<file path="config.mk">
export PLATFORM = sky130hd
export DESIGN_NAME = pre_fetch_stage
export DESIGN_NICKNAME = d
export VERILOG_FILES = /design/src/rtl/pre_fetch_stage.sv
export SDC_FILE = /design/constraint.sdc
export NUM_CORES = 1
export LEC_CHECK = 0
export BUFFER_PORTS_ARGS = -buffer_cell sky130_fd_sc_hd__buf_2
export CAP_MARGIN = 5
export CORE_ASPECT_RATIO = 1.5
export CORE_MARGIN = 5
export CORE_UTILIZATION = 24
export CTS_CLUSTER_DIAMETER = 150
export CTS_CLUSTER_SIZE = 16
export DETAILED_ROUTE_END_ITERATION = 8
export SLEW_MARGIN = 20
export SYNTH_ARGS = -nofsm -noshare
export SYNTH_HDL_FRONTEND = slang
export SYNTH_SLANG_ARGS = --single-unit
</file>
<file path="constraint.sdc">
create_clock -name clk -period 2.8 [get_ports clk]
set_input_delay 0.56 -clock clk [delete_from_list [all_inputs] [get_ports clk]]
set_output_delay 0.56 -clock clk [all_outputs]
set_load 0.01 [all_outputs]
</file>
<file path="src/rtl/pre_fetch_stage.sv">
// pre_fetch_stage
//  Pre-IF stage. It owns the fetch PC, sends I-cache address requests and
//  hands one entry at a time to the IF stage over pfs_to_fs_bus.
//  - An entry becomes ready once its request has been accepted (WAIT), once
//    its instruction is buffered here (HOLD), or immediately if the PC is
//    misaligned (AdEL, with no request issued).
//  - Responses that arrive before IF takes the entry are buffered in inst_buf.
//  - Redirects: pipeline_flush wins over bpu_flush. A BPU redirect that
//    arrives while the held entry is a delay slot is deferred until that
//    entry has transferred.
//  - A redirect that leaves a request in flight moves to CANCEL. The first
//    response this stage owns is then dropped.
//
//  Handshake: an entry moves to IF on a cycle where bus.valid && ready_go &&
//  fs_allowin. The I-cache accepts a request on a cycle where
//  icache_req && icache_addr_ok. Responses come back in request order. A
//  response is owned by this stage only when IF has no pending request
//  (fs_inst_pending == 0).
//
// Ports
//  clk, reset          clock, synchronous active-high reset
//  fs_allowin          IF can accept an entry this cycle
//  fs_inst_pending     IF owns the next data_ok
//  br_op               IF is passing a branch/jump to ID this cycle
//  bpu_flush/target    BPU redirect request and PC
//  pipeline_flush      .flush=1 redirects to flush_target
//  flush_target        redirect PC for pipeline_flush
//  icache_*            I-cache request/response channel
//  pfs_to_fs_bus       entry presented to IF
//  fsm_state           current FSM state, for observation

package pre_fetch_pkg;

  typedef struct packed {
    logic flush;
  } pipeline_flush_t;

  typedef struct packed {
    logic        ex;
    logic [4:0]  exccode;
    logic [31:0] badvaddr;
  } exception_t;

  typedef struct packed {
    logic        valid;
    logic [31:0] pc;
    logic        inst_valid;
    logic [31:0] inst;
    logic        br_op;
    logic        data_cancel;
    exception_t  exception;
  } pfs_to_fs_bus_t;

  typedef enum logic [1:0] {
    PFS_REQ    = 2'd0,
    PFS_WAIT   = 2'd1,
    PFS_HOLD   = 2'd2,
    PFS_CANCEL = 2'd3
  } pfs_state_e;

  localparam logic [4:0] EXC_ADEL = 5'h04;

endpackage

module pre_fetch_stage
  import pre_fetch_pkg::*;
#(
  parameter logic [31:0] RESET_PC = 32'hbfc0_0000
) (
  input  logic            clk,
  input  logic            reset,
  input  logic            fs_allowin,
  input  logic            fs_inst_pending,
  input  logic            br_op,
  input  logic            bpu_flush,
  input  logic [31:0]     bpu_target,
  input  pipeline_flush_t pipeline_flush,
  input  logic [31:0]     flush_target,
  output logic            icache_req,
  output logic [31:0]     icache_addr,
  input  logic            icache_addr_ok,
  input  logic            icache_data_ok,
  input  logic [31:0]     icache_rdata,
  output pfs_to_fs_bus_t  pfs_to_fs_bus,
  output pfs_state_e      fsm_state
);

  logic        started;        // low only in the cycles straight out of reset
  logic [31:0] pc;
  pfs_state_e  state;
  logic [31:0] inst_buf;
  logic        inst_valid;
  logic        ds_flag;        // the held entry is a delay slot
  logic        pend_redirect;
  logic [31:0] pend_pc;

  logic        misaligned;
  logic        ex;
  logic        ready_go;
  logic        fire;
  logic        own_data;
  logic        req_accepted;
  logic        outstanding;
  logic        bus_br_op;
  logic        redirect_now;
  logic        bpu_defer;
  logic [31:0] redirect_pc;

  always_comb begin
    misaligned   = (pc[1:0] != 2'b00);
    ex           = started && misaligned;
    icache_req   = started && (state == PFS_REQ) && !misaligned;
    icache_addr  = pc;
    ready_go     = (state == PFS_WAIT) || (state == PFS_HOLD) || ex;
    fire         = started && ready_go && fs_allowin;
    own_data     = icache_data_ok && !fs_inst_pending &&
                   ((state == PFS_WAIT) || (state == PFS_CANCEL));
    req_accepted = icache_req && icache_addr_ok;
    // A request is still in flight if it is accepted this cycle, or if a
    // WAIT/CANCEL request has not had its response this cycle.
    outstanding  = req_accepted ||
                   (((state == PFS_WAIT) || (state == PFS_CANCEL)) && !own_data);
    bus_br_op    = started && (ds_flag || br_op);
    redirect_now = pipeline_flush.flush || (bpu_flush && !bus_br_op);
    bpu_defer    = !pipeline_flush.flush && bpu_flush && bus_br_op;
    redirect_pc  = pipeline_flush.flush ? flush_target : bpu_target;
  end

  always_comb begin
    pfs_to_fs_bus                    = '0;
    pfs_to_fs_bus.valid              = started;
    pfs_to_fs_bus.pc                 = pc;
    pfs_to_fs_bus.inst_valid         = started && inst_valid;
    pfs_to_fs_bus.inst               = inst_buf;
    pfs_to_fs_bus.br_op              = bus_br_op;
    pfs_to_fs_bus.data_cancel        = started && (state == PFS_CANCEL);
    pfs_to_fs_bus.exception.ex       = ex;
    pfs_to_fs_bus.exception.exccode  = ex ? EXC_ADEL : 5'h00;
    pfs_to_fs_bus.exception.badvaddr = ex ? pc : 32'h0;
    fsm_state                        = state;
  end

  always_ff @(posedge clk) begin
    if (reset) begin
      started       <= 1'b0;
      pc            <= RESET_PC;
      state         <= PFS_REQ;
      inst_buf      <= 32'h0;
      inst_valid    <= 1'b0;
      ds_flag       <= 1'b0;
      pend_redirect <= 1'b0;
      pend_pc       <= 32'h0;
    end else begin
      started <= 1'b1;

      case (state)
        PFS_REQ:    if (req_accepted) state <= PFS_WAIT;
        PFS_WAIT:   if (own_data) begin
                      inst_buf   <= icache_rdata;
                      inst_valid <= 1'b1;
                      state      <= PFS_HOLD;
                    end
        PFS_HOLD:   ;
        PFS_CANCEL: if (own_data) state <= PFS_REQ;
        default:    state <= PFS_REQ;
      endcase

      if (br_op && started) ds_flag <= 1'b1;

      // A transfer hands any in-flight request to IF, so the next state is
      // always REQ. When the entry transfers in the same cycle as its own
      // data_ok, IF takes icache_rdata directly.
      if (fire) begin
        pc            <= pend_redirect ? pend_pc : pc + 32'd4;
        state         <= PFS_REQ;
        inst_valid    <= 1'b0;
        ds_flag       <= 1'b0;
        pend_redirect <= 1'b0;
      end

      if (redirect_now) begin
        pc            <= redirect_pc;
        inst_valid    <= 1'b0;
        ds_flag       <= 1'b0;
        pend_redirect <= 1'b0;
        state         <= (!fire && outstanding) ? PFS_CANCEL : PFS_REQ;
      end else if (bpu_defer) begin
        // The delay slot must still go out. If it leaves now, jump at once.
        // Otherwise remember the target for the next transfer.
        if (fire) begin
          pc <= bpu_target;
        end else begin
          pend_redirect <= 1'b1;
          pend_pc       <= bpu_target;
        end
      end
    end
  end

endmodule

</file>
==> summary.md <==
| Metric | Value |
|---|---|
| Vias in the first global route | about 6300 |
| Cell Rows | just over 70 |
| Post-cts resize count | 0 |
| Met1 wire length | 8850 um |
| R2R Setup Slk | roughly 0.44 ns |
| GRT Total Usage | approximately 16% |
| Total negative slack | 0 ns |
| RSZ-0062 raised after global routing | false |
| Slowest cell on the critical path | dfxtp_1 |
| Crit. Startpoint | icache_addr[0] |
| Post-synth EDFFs | 0 |
| Fin. Hold Viols | 0 |
| CTS clk-pin slew, worst paths | 0.07 ns |
| Root Buffer | clkbuf_16 |
| Worst hold slack | about 0.43 ns |
| NetSw | 1210 uW |
| Leak | roughly 0.0033 uW |
| Die width | about 140 um |
| Slew @ Worst Pin | a little over 0.8 ns |
| Clock skew | about 0.015 ns |
| Power Density | between 400 and 500 mW/mm^2 |
| Initial antenna violation count | 11 |
| Most common cell in the netlist | nand2_1 |
| Critical Path Stages | 5 |
| Initial Util | 24.1% |
| Logic gate share of total power | about a fifth |
| Met3 wire length | ~2000 um |
| Max_slew headroom | between 40% and 50% |
| Sw Ratio | between 30% and 40% |
| Reg2reg path depth | 8 |
| Slew Limit Fails | 0 |
| Clk sinks | 102 |
| Total detailed-routing wirelength | between 20000 and 25000 um |
| Area delta synth->final | 27.5% |
| Fin crit share | 84.4% |
| Antenna Nets Post-Route | 0 |
| CP delay by family, top | flip-flops |
| Post-synthesis cell type count | 75 |
| Num ports | 246 |
| Clock Latency Late Sink | 0.36 ns |
| Chip Height | around 200 um |
| Syn avg cell area | about 7.8 sq um |
| Crit Path Max Fanout | 32 |
| Post-synth ARST share | 0% |
| Seq pwr share | a little over two fifths |
| Yosys reg bits | between 100 and 150 |
| Critical Path RT | around 2.2 ns |
| Critical Path, Cell by Cell | nor2_1 > nor2b_2 > buf_4 > and2_1 > buf_2 |
| Clock Path Buffers | 2 |
| First-pass GRT wire length | ~36000 um |
| WP data arrival | between 1.5 and 2 ns |
| WL met2 | roughly 12000 um |
| Largest net degree at the start of global routing | between 40 and 50 |
| Die area | around 0.028 sq mm |
| WP buf/inv | 2 |
| PortBufs | 241 |
| Fmax | 0.423 GHz |
| TritonRoute pass-1 iters | 5 |
| GRT overflow | 0 |
| Cts hold-fix bufs | 0 |
| CP endpoint kind | output pin |
| DR top layer | met5 |
| Via/cell ratio | 5.05 |
| Core Area | 0.0250 sq mm |
| Crit Path Category | flop to output pin |
| Most instantiated cells after synthesis | 158 x nand2_1, 102 x dfxtp_1, 92 x a21oi_1 |
| Cells after Synth | between 700 and 800 |
| Clock power share | about 36% |
| CTS tree | done |
| Yosys warns | 0 |
| Pint | roughly 2600 uW |
| DRC | 0 |
| Sequential area share after synthesis | between 30% and 40% |
| Layout cells sized above 1 | between 30% and 40% |
| CTS Buf Count | 9 |
| CP startpoint kind | flop |
| Top cells by area, synth | dfxtp_1 34%, nand2_1 9.8%, a21oi_1 7.6% |
| Routed length per placed instance | around 19 um |
| Power consumption | about 3800 uW |
| Maximum vdd drop | ~0.00022 V |
| Setup bufs post-CTS | 0 |
| Final net count | about 1100 |
| Hold Crit Class | input pin to flop |
| R2R Path Start | fsm_state[0] |
| Htree depth | 3 |
| Max-cap violations | 0 |
| Ys flop type | dfxtp_1 |
| Status | finished, final reports clean |
| Max incr delay on CP | 0.54 ns |
| Final setup fails | 0 |
| Top cell type's share of synthesized area | about a third |
| Iteration-0 DRC Markers | ~360 |
| Tmin final | approximately 2.4 ns |
| Final GP Congestion | roughly 0.85 |
| Mapped Area | between 0.006 and 0.007 sq mm |
| Vias | around 6600 |
| Detail Placement HPWL | 18200 um |
| Synth area leader | dfxtp_1 |
| CP endpoint | pfs_to_fs_bus[8] |
cell usage in the layout, fill, tap and decap left out, types with 6 or more instances in the layout:
cell type,n
dfxtp_1,102
nor2_1,20
and2_1,37
buf_2,240
nand4_1,9
o22ai_1,8
mux2i_1,13
nor3_1,13
o21a_1,8
buf_4,30
o211ai_1,13
a221oi_1,13
a221o_1,6
a21o_1,8
nand2_1,158
o221ai_1,12
clkbuf_16,9
nand3_1,9
xnor2_1,8
and3_1,6
o21ai_0,17
o21ai_1,7
a21oi_1,92
a211oi_1,11
xor2_1,7
inv_1,14
layer usage:
layer / GRT usage (%) / vias up
li1: - / 3112
met1: 17.4 / 3065
met2: 28.4 / 306
met3: 4.47 / 70
met4: 8.22 / 16
met5: 0 / -
how the worst min path moves through the flow:
stage	startpoint	endpoint	slack, ns	cells past startpoint
2_1_floorplan	pend_pc[11]	pend_pc[11]	0.43	2
3_3_place_gp	pend_pc[14]	pend_pc[14]	0.44	2
3_5_place_dp	inst_buf[21]	inst_buf[21]	0.44	2
4_1_cts	icache_rdata[14]	inst_buf[14]	0.42	3
5_1_grt	icache_rdata[18]	inst_buf[18]	0.42	3
6_report	icache_rdata[19]	inst_buf[19]	0.43	3
tightest hold or removal path, stage by stage:
cell and delay, ns:
buf_2 0.10, nand2_1 0.04, a21oi_1 0.05
per-stage QoR:
stage                     instance area, sq um  worst slack, ns  utilization [%]  std cells
after floorplan                           6040            0.740                -        776
after global placement                    7370            0.526             29.5       1282
after detailed placement                  7370            0.479             29.5       1282
after CTS                                 7680            0.423             30.8       1298
after global routing                      7680            0.302             30.8       1299
final                                     7690            0.437             30.8       1301
logic make-up (layout without fill, tap and decap cells):
family | count (synthesis) | in the layout | synth area share, %
flops | 102 | 102 | 33.9
other cells | 1 | 7 | 0.0622
buf+inv | 110 | 304 | 10.2
simple gates | 294 | 294 | 24.4
fa+ha+maj | 4 | 4 | 0.830
xor+xnor | 15 | 15 | 2.18
compound gates | 233 | 233 | 26.2
mux | 14 | 14 | 2.35
power by group through the flow:
stage	logic, uW	registers, uW	clock network, uW
final	778	1630	1350
after global routing	841	1650	1450
after CTS	780	1630	1390
after detailed placement	776	1670	0
after global placement	775	1660	0
after floorplan	471	1660	0
layout make-up:
cell class | count | area, sq um
sequential | 102 | 2040
antenna | 3 | 7.51
clock inverter | 7 | 80.1
multi-input combinational | 564 | 3390
clock buffer | 9 | 225
fill | 2731 | 17300
timing repair buffer | 272 | 1470
tap | 328 | 410
inverter | 16 | 60.1
Power figures use the tool's default switching activity.
